## config.mk

```make
export PLATFORM = sky130hd
export DESIGN_NAME = bit_unpacker
export DESIGN_NICKNAME = d
export VERILOG_FILES = /design/src/rtl/bit_unpacker.sv
export SDC_FILE = /design/constraint.sdc
export NUM_CORES = 1
export LEC_CHECK = 0
export ABC_AREA = 1
export CELL_PAD_IN_SITES_DETAIL_PLACEMENT = 0
export CELL_PAD_IN_SITES_GLOBAL_PLACEMENT = 1
export CORE_UTILIZATION = 45
export CTS_BUF_LIST = sky130_fd_sc_hd__clkbuf_8 sky130_fd_sc_hd__clkbuf_16
export DETAILED_ROUTE_END_ITERATION = 16
export GPL_TIMING_DRIVEN = 0
export PLACE_DENSITY_LB_ADDON = 0.1
export SLEW_MARGIN = 0
export SYNTH_ARGS = -nofsm -noshare
export SYNTH_HDL_FRONTEND = slang
export SYNTH_SLANG_ARGS = --single-unit
```

## constraint.sdc

```tcl
create_clock -name clock_i -period 2.69 [get_ports clock_i]
set_input_delay 0.4035 -clock clock_i [delete_from_list [all_inputs] [get_ports clock_i]]
set_output_delay 0.4035 -clock clock_i [all_outputs]
set_load 0.05 [all_outputs]
```

## src/rtl/bit_unpacker.sv

```systemverilog
// bit_unpacker: buffers IN_WIDTH-bit words in a small FIFO and hands out
// variable-length fields (0..OUT_WIDTH bits) MSB-first across word boundaries.
// A request waits until enough bits are stored. While a request waits, raising
// flush returns whatever is stored instead.
//
// state   | meaning
// --------+-----------------------------------------------------------------
// S_IDLE  | no request pending, reqready_o=1
// S_WAIT  | request latched, waiting for enough stored bits (or flush)
// S_SERVE | field extracted from the bit buffer, pushout registered
//
// The bit buffer keeps its valid bits right-justified in buf_q[bcnt_q-1:0].
// The oldest bit is at index bcnt_q-1. Consuming a field only lowers bcnt_q.
// A refill shifts a new word in at the bottom.
// IN_WIDTH >= OUT_WIDTH is assumed, so one refill covers any field.
module bit_unpacker #(
    parameter int IN_WIDTH  = 32,
    parameter int DEPTH     = 16,
    parameter int OUT_WIDTH = 15,
    parameter int LEN_WIDTH = 4
) (
    input  logic                 clock_i,
    input  logic                 reset_i,
    input  logic                 pushin_i,
    input  logic [IN_WIDTH-1:0]  datain_i,
    output logic                 full_o,
    output logic                 overflow_o,
    input  logic                 reqin_i,
    input  logic [LEN_WIDTH-1:0] reqlen_i,
    input  logic                 flush_i,
    output logic                 reqready_o,
    output logic                 pushout_o,
    output logic [LEN_WIDTH-1:0] lenout_o,
    output logic [OUT_WIDTH-1:0] dataout_o
);

    localparam int PTR_W  = $clog2(DEPTH);
    localparam int CNT_W  = PTR_W + 1;
    localparam int BUF_W  = OUT_WIDTH + IN_WIDTH;
    localparam int BCNT_W = $clog2(BUF_W + 1);

    localparam logic [LEN_WIDTH-1:0] MAX_LEN   = LEN_WIDTH'(OUT_WIDTH);
    localparam logic [CNT_W-1:0]     DEPTH_CNT = CNT_W'(DEPTH);
    localparam logic [BCNT_W-1:0]    OUT_BCNT  = BCNT_W'(OUT_WIDTH);
    localparam logic [BCNT_W-1:0]    IN_BCNT   = BCNT_W'(IN_WIDTH);
    localparam logic [31:0]          IN_W32    = 32'(IN_WIDTH);

    typedef enum logic [1:0] {
        S_IDLE  = 2'd0,
        S_WAIT  = 2'd1,
        S_SERVE = 2'd2
    } state_t;

    // word FIFO
    logic [IN_WIDTH-1:0] mem_q [DEPTH];
    logic [PTR_W-1:0]    wr_ptr_q, wr_ptr_d;
    logic [PTR_W-1:0]    rd_ptr_q, rd_ptr_d;
    logic [CNT_W-1:0]    count_q, count_d;

    // bit buffer
    logic [BUF_W-1:0]    buf_q, buf_d;
    logic [BCNT_W-1:0]   bcnt_q, bcnt_d;

    // request FSM and registered outputs
    state_t              state_q, state_d;
    logic [LEN_WIDTH-1:0] len_q, len_d;
    logic                overflow_q, overflow_d;
    logic                pushout_q, pushout_d;
    logic [LEN_WIDTH-1:0] lenout_q, lenout_d;
    logic [OUT_WIDTH-1:0] dataout_q, dataout_d;

    logic                full;
    logic                push_ok;
    logic                refill;
    logic [BCNT_W-1:0]   consume;
    logic [31:0]         stored_bits;
    logic [LEN_WIDTH-1:0] req_len;
    logic [BCNT_W-1:0]   shift_amt;
    logic [BUF_W-1:0]    field_mask;
    logic [BUF_W-1:0]    field;

    assign full        = (count_q == DEPTH_CNT);
    assign push_ok     = pushin_i && !full;
    assign refill      = (bcnt_q < OUT_BCNT) && (count_q != '0);
    assign stored_bits = 32'(count_q) * IN_W32 + 32'(bcnt_q);
    assign req_len     = (reqlen_i > MAX_LEN) ? MAX_LEN : reqlen_i;

    // Field extraction: oldest len_q bits of the buffer, right-justified.
    assign shift_amt  = bcnt_q - BCNT_W'(len_q);
    assign field_mask = (BUF_W'(1) << len_q) - BUF_W'(1);
    assign field      = (buf_q >> shift_amt) & field_mask;

    // FIFO pointers/occupancy and bit buffer next state; push and refill may coincide
    always_comb begin
        wr_ptr_d = wr_ptr_q;
        rd_ptr_d = rd_ptr_q;
        count_d  = count_q;
        buf_d    = buf_q;
        bcnt_d   = bcnt_q - consume;
        if (push_ok) begin
            wr_ptr_d = wr_ptr_q + PTR_W'(1);
        end
        if (refill) begin
            rd_ptr_d = rd_ptr_q + PTR_W'(1);
            buf_d    = (buf_q << IN_WIDTH) | BUF_W'(mem_q[rd_ptr_q]);
            bcnt_d   = bcnt_q - consume + IN_BCNT;
        end
        count_d    = count_q + CNT_W'(push_ok) - CNT_W'(refill);
        overflow_d = pushin_i && full;
    end

    // Request FSM: next state and output values
    always_comb begin
        state_d   = state_q;
        len_d     = len_q;
        consume   = '0;
        pushout_d = 1'b0;
        lenout_d  = lenout_q;
        dataout_d = dataout_q;
        case (state_q)
            S_IDLE: begin
                if (reqin_i) begin
                    len_d   = req_len;
                    state_d = S_WAIT;
                end
            end
            S_WAIT: begin
                if (stored_bits >= 32'(len_q)) begin
                    state_d = S_SERVE;
                end else if (flush_i) begin
                    // stored < len <= OUT_WIDTH here, so it fits in LEN_WIDTH
                    len_d   = LEN_WIDTH'(stored_bits);
                    state_d = S_SERVE;
                end
            end
            S_SERVE: begin
                pushout_d = 1'b1;
                lenout_d  = len_q;
                dataout_d = OUT_WIDTH'(field);
                consume   = BCNT_W'(len_q);
                state_d   = S_IDLE;
            end
            default: begin
                state_d = S_IDLE;
            end
        endcase
    end

    // Word storage; contents need no reset because occupancy is tracked by count_q
    always_ff @(posedge clock_i) begin
        if (push_ok) begin
            mem_q[wr_ptr_q] <= datain_i;
        end
    end

    // State registers with synchronous reset
    always_ff @(posedge clock_i) begin
        if (reset_i) begin
            wr_ptr_q   <= '0;
            rd_ptr_q   <= '0;
            count_q    <= '0;
            buf_q      <= '0;
            bcnt_q     <= '0;
            state_q    <= S_IDLE;
            len_q      <= '0;
            overflow_q <= 1'b0;
            pushout_q  <= 1'b0;
            lenout_q   <= '0;
            dataout_q  <= '0;
        end else begin
            wr_ptr_q   <= wr_ptr_d;
            rd_ptr_q   <= rd_ptr_d;
            count_q    <= count_d;
            buf_q      <= buf_d;
            bcnt_q     <= bcnt_d;
            state_q    <= state_d;
            len_q      <= len_d;
            overflow_q <= overflow_d;
            pushout_q  <= pushout_d;
            lenout_q   <= lenout_d;
            dataout_q  <= dataout_d;
        end
    end

    assign full_o     = full;
    assign overflow_o = overflow_q;
    assign reqready_o = (state_q == S_IDLE);
    assign pushout_o  = pushout_q;
    assign lenout_o   = lenout_q;
    assign dataout_o  = dataout_q;

endmodule

```

== Word-level counts from Yosys, hierarchy flattened ==
Memory sizes are Yosys's and may differ from the RTL's. A register that Yosys moved wholly into a read port is not among the register bits.
Index checks and enable logic that the tools add are counted.
W data, S select, Z words.

* Flip-flop bits (word level): 93
* Bits in writable memories: 512
* Input bits: 41
* Output and inout bits: 23
* Memories: 1

{| class="wikitable"
|+ Memory list
! memory !! depth !! bits a word !! rd ports !! clocked after memory_dff !! wr ports !! RTL line !! RTL
|-
| mem_q || 16 || 32 || 1 || 1 || 1 || 55 || <nowiki>logic [IN_WIDTH-1:0] mem_q [DEPTH];</nowiki>
|}

* Add/subtract/negate cells: 9
* Magnitude comparators: 3
* Equal/unequal tests: 7
* Shift operators: 2
* Mux-type cells: 16
* Bitwise logic cells: 2
* Reductions and logical operators: 9

{| class="wikitable"
|+ Operators by type and width
! cell !! number
|-
| $or A47 B32 Y47 || 1
|-
| $shr A47 B6 Y15 || 1
|-
| $mux W4 || 7
|-
| $and A15 B15 Y15 || 1
|-
| $shl A1 B4 Y15 const A || 1
|-
| $sub A15 B2 Y15 const B || 1
|-
| $add A10 B6 Y11 || 1
|-
| $ge A11 B4 Y1 || 1
|-
| $add A4 B1 Y4 const B || 2
|-
| $pmux W4 S2 || 1
|-
| $add A6 B6 Y6 const B || 1
|-
| $lt A6 B4 Y1 const B || 1
|-
| $mux W2 || 3
|-
| $mux W6 || 1
|-
| $ne A2 B2 Y1 const B || 3
|-
| $sub A6 B4 Y6 || 1
|-
| $sub A6 B6 Y6 || 1
|-
| $add A5 B1 Y5 || 1
|-
| $eq A5 B5 Y1 const B || 1
|-
| $reduce_bool A5 Y1 || 1
|-
| $sub A5 B1 Y5 || 1
|-
| $gt A4 B4 Y1 const B || 1
|-
| $pmux W2 S2 || 1
|-
| $reduce_and A4 Y1 || 1
|-
| other kinds (9) || 13
|}

== Longest topological paths before layout ==
Gate-level depths: netlist (run 1).

* Depth after elaboration: 5
* Mapped depth: 17
* Mapped depth without buffers: 15

== Worst setup path after synthesis (run 1) ==
No wires, ideal clock.

* Kind: reg2reg
* Start point: register count_q[2]
* End point: memory mem_q[11][0], enable pin
* Arrival time: 2,519 ps
* Setup slack: -250 ps
* Stages on the path, launching flop included: 8
* Buffers on the path: 0
* Period minus slack after synthesis: 2,940 ps
* Cells stage by stage: dfxtp_1 > inv_1 > ha_1 > nand4_1 > nand2_1 > inv_1 > nand2_1 > nor2_1

* Cells in the longest elaborated chain, start to end: 5

{| class="wikitable"
|+ RTL lines
! element !! RTL line !! RTL
|-
| start: declaration || 58 || <nowiki>logic [CNT_W-1:0] count_q, count_d;</nowiki>
|-
| start signal: assignment || 173 || <nowiki>count_q <= count_d;</nowiki>
|-
| $eq A5 B5 Y1 || 82 || <nowiki>assign full = (count_q == DEPTH_CNT);</nowiki>
|-
| $logic_not A1 Y1 || 83 || <nowiki>assign push_ok = pushin_i && !full;</nowiki>
|-
| $logic_and A1 B1 Y1 || 83 ||
|-
| $mux W1 || 151 || <nowiki>if (push_ok) begin</nowiki>
|-
| $mux W1 (not written as such) || 152 || <nowiki>mem_q[wr_ptr_q] <= datain_i;</nowiki>
|-
| end: declaration || 55 ||
|}

Every way passes these cells.

==> results by group, run 1 <==
Outcome
  • Run status: complete, but fails checks
  • Failing checks: setup timing

Worst setup path
  • Crit-path max cell delay: a little under 800 ps
  • CP startpoint kind: flop
  • Crit. End Element: flop
  • Required @ worst endpoint: about 3200 ps
  • CP cell instances: buf_2, clkbuf_1, clkbuf_1, o211ai_1, nand3_1, nand3_1, nand3_1, o211ai_1, inv_1
  • Crit path kind: flop to flop
  • Crit path DAT: between 3000 and 4000 ps
  • CP most frequent cell: nand3_1
  • CP top delay family: buffers and inverters
  • CP bufs+invs: 4
  • Crit path max fanout: 10
  • Crit-path slowest cell: clkbuf_1

Run
  • Max cap viols: 0

Placement
  • Placed Cells: about 3600
  • DP HPWL: 63700 um
  • PortBufs: 62
  • GP Congestion: around 0.94

Drt
  • Detailed Routing Iterations Pass 1: 6
  • Routed vias/inst: about 5.7
  • Total number of vias: ~21000
  • Remaining antenna violation count after routing: 0
  • Final wirelength: approximately 92000 um
  • Initial DRC count: approximately 2000
  • Residual DRC: 0
  • WL/cell: 24.8 um

STA
  • FMAX: roughly 0.37 GHz
  • Hold Vio Cnt, Final: 0
  • Clk_skew: 24.5 ps
  • Minimum clock period: about 2700 ps
  • Final worst setup slack: -8.58 ps
  • Worst-Margin Slew: about 1300 ps
  • Crit share post-route: 100%
  • Slew Viols, Final: 0
  • Final setup fails: 1
  • Max-slew headroom: between 10% and 20%

Clock tree
  • H-tree lvl count: 3
  • CTS Root Cell: clkbuf_16
  • Clock buffer depth: 3
  • CTS Buf Count: 67
  • Clock sink count: about 610
  • Clk_lat worst skew: between 600 and 700 ps
  • Clk pin slew, worst setup/hold paths: about 60 ps
  • CTS tree: yes
  • Hold_buf cts: 0

Finish
  • Non-filler cells in the finished layout: 3705
  • Area of the multi-input gates: 8390 um2
  • Area grow syn2layout: 17.8%
  • Layout Nets: around 2900
  • Filler cells: ~5300
  • Share of cells above drive strength 1: a little under an eighth
  • Final core occ: between 50% and 60%
  • Sequential Area: roughly 17000 um2
  • Antenna diode count: 0

Floorplanning
  • Cell row count: 90
  • Initial Utilization: between 40% and 50%
  • Die ar.: ~62000 um2
  • Die height: 249 um
  • I/O Pins: between 60 and 70
  • Core Area: between 60000 and 70000 um2
  • Die X: approximately 250 um

GRT
  • Gr usage total: roughly 30%
  • Largest net degree at the start of global routing: 26
  • Initial antenna violation count: 1
  • Vias in the first global route: approximately 20000
  • GRT overflow: 0
  • Global-route wire length before repair: ~130000 um

Pwr
  • Static Leak: 12.3 nW
  • Worst vdd ir: slightly below 0.6 mV
  • Pwr/cell area: a little under 1000 nW/um2

Yosys
  • Post-synth top area share: between 50 and 60%
  • Post-Synth Adder-Cell Area: around 1.4%
  • Cell variety after synth: 37
  • Synth Register Bits: approximately 610
  • Complex-gate fraction of the synthesized area: between 10% and 20%
  • Largest family of logic cells by synthesized area: simple AND/OR/NAND/NOR gates
  • Syn Inst Count: between 2000 and 3000
  • Syn_area_per_cell: between 10 and 15 um2
  • Simple-gate share of the synthesized area: 16.3%
  • Sequential share of the synthesized area: 63.3%
  • Syn_nets: between 2000 and 3000
  • Ys Warns: 0
  • Area contributors post-synth: edfxtp_1 (56%), nand3_1 (8.1%), dfxtp_1 (7.1%), nand2_1 (6.3%), inv_1 (4.5%)
  • Most area-hungry cell type in the Yosys netlist: edfxtp_1
  • Post-Synth XOR/XNOR Area: less than 1%
  • Mux cell area share after synthesis: less than 1%
  • Mapped cell area: approximately 27000 um2

Worst hold path
  • HP Class: primary input to flop
  • Hold Crit Start: reset_i
[final timing paths]
path                                       to  slack (ps)  cells past startpoint
worst min register to register  dataout_o[13]         460                      2
worst max register to register      buf_q[22]          -9                      9
worst min-delay path             dataout_o[0]         360                      2
worst max-delay path                buf_q[22]          -9                      9
[per-layer routing]
metal / wire (um) / vias up / share of wire [%] / global-route usage, %
met3: 6930 / 222 / 7.6 / 4.89
met4: 4320 / 2 / 4.7 / 13.7
li1: - / 9769 / - / -
met1: 35700 / 10192 / 39 / 36.9
met2: 44800 / 911 / 49 / 50.2
met5: 13 / - / 0.014 / 0
[kinds of logic (layout without fill, tap and decap cells)]
kind of cell,after synthesis,in the layout
adders and majority gates,28,28
and+or+nand+nor,1023,1024
xor gates and xnor gates,6,6
muxes,9,9
AOI/OAI and AO/OA,516,516
DFF,609,609
buffers and inverters,507,731
[cells in the mapped netlist]
master / count
a211oi_1: 2
a21o_1: 1
a21oi_1: 173
a21oi_2: 1
a31oi_1: 2
and3_1: 2
buf_1: 21
buf_2: 68
buf_4: 14
buf_6: 1
clkbuf_1: 67
clkinv_1: 2
dfxtp_1: 97
edfxtp_1: 512
fa_1: 3
ha_1: 25
inv_1: 327
inv_2: 7
mux2i_1: 9
nand2_1: 456
nand2_2: 4
nand3_1: 443
nand4_1: 8
nor2_1: 98
nor2_2: 1
nor3_1: 8
o211ai_1: 163
o21a_1: 2
o21ai_0: 172
or2_0: 1
or2_1: 1
or2_2: 1
xnor2_1: 1
xnor2_2: 1
xor2_1: 2
xor2_2: 1
xor2_4: 1
[flip-flops by register name (all words and copies together), names as in the netlist, named ones only]
| signal | flops |
|---|---|
| lenout_o | 4 |
| wr_ptr_q | 4 |
| len_q | 4 |
| buf_q | 47 |
| state_q | 2 |
| bcnt_q | 6 |
| count_q | 5 |
| mem_q | 512 |
| overflow_o | 1 |
| rd_ptr_q | 4 |
| pushout_o | 1 |
| dataout_o | 15 |
[through the flow]
step / area, um2 / setup slack, ps / total power [mW] / hold slack, ps / TNS (ps)
2_1_floorplan: 27400 / -250 / 18.1 / 448 / -99890
3_3_place_gp: 29000 / -2350 / 22.5 / 453 / -964740
3_5_place_dp: 29400 / -372 / 22.6 / 457 / -13990
4_1_cts: 31800 / -7.50 / 31.6 / 331 / -7.50
5_1_grt: 32200 / -29.4 / 33.5 / 350 / -41.3
6_report: 32200 / -8.58 / 32.1 / 356 / -8.58
[what timing repair did]
action,in CTS,in global routing
pin swaps,6,12
setup endpoints to repair,210,169
setup buffers,8,16
resized for setup,37,107
gates cloned,1,1
[layout by cell type, fill, tap and decap left out, types with 3 or more instances in the layout]
cell type | netlist | final
clkbuf_2 | 0 | 11
bufinv_16 | 0 | 3
a21oi_1 | 173 | 170
clkbuf_4 | 0 | 10
mux2i_1 | 9 | 9
edfxtp_1 | 512 | 512
dfxtp_1 | 97 | 92
buf_12 | 0 | 24
inv_1 | 327 | 337
nand4_1 | 8 | 8
nand3_1 | 443 | 406
a21oi_2 | 1 | 4
o211ai_1 | 163 | 163
nand2_2 | 4 | 6
clkbuf_1 | 67 | 52
nand3_2 | 0 | 36
o21ai_0 | 172 | 170
buf_1 | 21 | 15
nor3_1 | 8 | 7
clkinv_2 | 0 | 11
buf_2 | 68 | 57
clkbuf_16 | 0 | 70
inv_2 | 7 | 8
clkdlybuf4s50_1 | 0 | 61
buf_4 | 14 | 31
nor2_1 | 98 | 80
ha_1 | 25 | 25
buf_6 | 1 | 7
nand2_1 | 456 | 452
dfxtp_2 | 0 | 4
nor2_4 | 0 | 18
clkinv_1 | 2 | 18
[power by group]
group,internal [mW],switching (mW),total (mW)
logic,3.45,8.49,11.9
clock network,5.07,3.78,8.85
registers,10.8,0.450,11.3
total,19.3,12.7,32.1
[area by class of cell]
class	count	share of cell area, %
Clock inverter	50	1.02
Buffer	170	2.83
Clock buffer	72	5.52
Sequential cell	609	53.7
Timing Repair Buffer	103	3.89
Tap cell	782	3.04
Inverter	336	3.93
Multi-Input combinational cell	1583	26.0
Note: power is estimated with default switching activity, not from simulation.
==> inputs of run 2 (changes only) <==
--- a/config.mk
+++ b/config.mk
@@ -8,7 +8,7 @@
 export ABC_AREA = 1
 export CELL_PAD_IN_SITES_DETAIL_PLACEMENT = 0
 export CELL_PAD_IN_SITES_GLOBAL_PLACEMENT = 1
-export CORE_UTILIZATION = 45
+export CORE_UTILIZATION = 50
 export CTS_BUF_LIST = sky130_fd_sc_hd__clkbuf_8 sky130_fd_sc_hd__clkbuf_16
 export DETAILED_ROUTE_END_ITERATION = 16
 export GPL_TIMING_DRIVEN = 0
==> constraint.sdc (replaced) <==
create_clock -name clock_i -period 2.9 [get_ports clock_i]
set_input_delay 0.435 -clock clock_i [delete_from_list [all_inputs] [get_ports clock_i]]
set_output_delay 0.435 -clock clock_i [all_outputs]
set_load 0.05 [all_outputs]
==> run 2 against run 1 <==
Fmax shrank 4.0%. Combinational power shrank 9%. Largest power group unchanged. Highest routed layer unchanged. The run now ends clean. Wire length shrank 2.5%. Non-clock buffer count shrank 16. Core utilization grew 5.2 points. Register-to-register slack gained 97 ps. Critical path type unchanged. Worst hold slack lost 3.1 ps. Global-route usage grew 2.9 points. Total power shrank 8.3%. Sequential cell count is the same.
==> results by group, run 2 (synthesized netlist as in run 1, its figures left out) <==
Worst setup path
  • Crit-path slowest cell: clkbuf_1
  • Crit path kind: flop to flop
  • CP cell instances: clkbuf_1, clkbuf_1, nand3_1, nand3_1, nand3_1, o211ai_1, inv_1
  • Crit. End Element: flop
  • Required @ worst endpoint: 3390 ps (+160 ps)
  • CP startpoint kind: flop
  • CP most frequent cell: nand3_1
  • Crit-path max cell delay: 940 ps (+160 ps)
  • Crit path max fanout: 10 (unchanged)
  • Crit path DAT: 3300 ps (+60 ps)

Pwr
  • Static Leak: 12.1 nW (-1.9%)
  • Worst vdd ir: 0.590 mV (about the same)
  • Pwr/cell area: 928 nW/um2 (-6.7%)

Clock tree
  • Clock sink count: 609 (unchanged)
  • CTS tree: yes
  • CTS Buf Count: 67 (unchanged)
  • CTS Root Cell: clkbuf_16
  • Hold_buf cts: 0 (unchanged)
  • H-tree lvl count: 3 (unchanged)
  • Clk_lat worst skew: 610 ps (about the same)
  • Clk pin slew, worst setup/hold paths: 60 ps (about the same)
  • Clock buffer depth: 3 (unchanged)

GRT
  • GRT overflow: 0 (unchanged)
  • Largest net degree at the start of global routing: 26 (unchanged)
  • Global-route wire length before repair: 131000 um (-1.3%)
  • Gr usage total: 32.4% (+2.9 points)
  • Vias in the first global route: 20254 (+0.44%)
  • Initial antenna violation count: 2 (+1)

Finish
  • Commonest non-fill, non-tap cells in the layout: edfxtp_1 (512), nand2_1 (449), nand3_1 (434), inv_1 (338), a21oi_1 (173)
  • Final core occ: 58.7% (+5.2 points)
  • Layout Nets: 2922 (-0.58%)
  • Max reg flops: 512 (unchanged)
  • Most common cell after layout, fill and taps aside: edfxtp_1
  • Share of cells above drive strength 1: 9.15% (-2.1 points)
  • Area grow syn2layout: 15.7%
  • Antenna diode count: 0 (unchanged)
  • Non-filler cells in the finished layout: 3603 (-2.8%)
  • Biggest register: mem_q

STA
  • FMAX: 0.356 GHz (-4.0%)
  • Hold Vio Cnt, Final: 0 (unchanged)
  • Hold Slack: 353 ps (-3.06 ps)
  • Max-slew headroom: 20.7% (+9.2 points)
  • Slew Viols, Final: 0 (unchanged)
  • Final setup fails: 0 (-1)
  • Worst-Margin Slew: 1190 ps (-138 ps)
  • Minimum clock period: 2810 ps (+113 ps)
  • Crit share post-route: 97.0% (-3.4 points)
  • Clk_skew: 22.8 ps (-1.66 ps)
  • Final worst setup slack: 88.1 ps (+96.7 ps)
  • RSZ-0062 raised after global routing: false

Floorplanning
  • I/O Pins: 64 (unchanged)
  • Die X: 236 um (-5.1%)
  • Die ar.: 55700 um2 (-9.9%)
  • Core Area: 53900 um2 (-10%)
  • Cell row count: 85 (-5.6%)
  • Die height: 236 um (-5.1%)
  • Initial Utilization: 50.8% (+5.3 points)

Worst hold path
  • HP Class: primary input to flop

Drt
  • Final wirelength: 89500 um (-2.5%)
  • WL/cell: 24.8 um (+0.30%)
  • Initial DRC count: 2253 (+12%)
  • Routed vias/inst: 5.86 (+2.9%)
  • Residual DRC: 0 (unchanged)
  • Detailed Routing Iterations Pass 1: 5 (-1)
  • Remaining antenna violation count after routing: 0 (unchanged)
  • Total number of vias: 21119 (+0.11%)

Placement
  • GP Congestion: 0.905 (-3.5%)
  • Placed Cells: 3472 (-2.4%)
  • DP HPWL: 63600 um (-0.13%)
  • Post-Place Setup Slack: -417 ps (-45.5 ps)
  • PortBufs: 62 (unchanged)

Outcome
  • Run status: finished clean

Run
  • Max cap viols: 0 (unchanged)
[run 2: worst max-delay path, delay by kind of cell (launching register included)]
| family | cells | cell delay (ps) |
|---|---|---|
| AO/OA/AOI/OAI | 1 | 170 |
| AND/OR/NAND/NOR | 3 | 540 |
| flip-flops | 1 | 350 |
| buffers and inverters | 3 | 1620 |
[run 2: power breakdown]
group / switching [mW] / leakage [nW] / internal (mW) / total (mW)
logic: 7.78 / 5.56 / 3.04 / 10.8
clock network: 3.53 / 1.08 / 4.58 / 8.10
registers: 0.439 / 5.42 / 10.0 / 10.5
total: 11.7 / 12.1 / 17.7 / 29.4
[run 2: final cells by class]
type                    count  area, um2
plain buffers             171        840
flip-flops and latches    609      17300
fillers                  4583      22200
clock buffers              68       1700
inverters                 336       1270
multi-input cells        1582       8210
repair buffers             86       1060
well taps                 696        871
clock inverters            55        404
[run 2: stage by stage]
step                area [um2]  setup TNS [ps]  power (mW)
floorplan                27400          -12530        16.7
global placement         28900         -843190        20.9
detailed placement       29300           -3280        21.0
CTS                      31500               0        29.1
global route             31700               0        30.7
finish                   31700               0        29.4
[run 2: final timing paths]
kind | start | endpoint | slack (ps) | cells past startpoint
setup / recovery | flop | buf_q[12] | 90 | 7
hold / removal | reset_i | dataout_o[0] | 350 | 2
setup reg to reg | flop | buf_q[12] | 90 | 7
hold reg to reg | lenout_o[1] | lenout_o[1] | 460 | 2
[run 2: what timing repair did]
item / in CTS / in global routing
gates cloned: 0 / 0
gates resized for setup: 27 / 29
endpoints found under the setup margin: 16 / 123
buffers inserted: 0 / 8
pin swaps: 1 / 4
[run 2: metal layers]
metal | vias to the layer above | global-route usage, % | routed length, um
met2 | 998 | 54.6 | 43600
met4 | 4 | 17.3 | 4940
li1 | 9712 | - | -
met5 | - | 0 | 27
met1 | 10172 | 40.3 | 34000
met3 | 233 | 4.86 | 6910
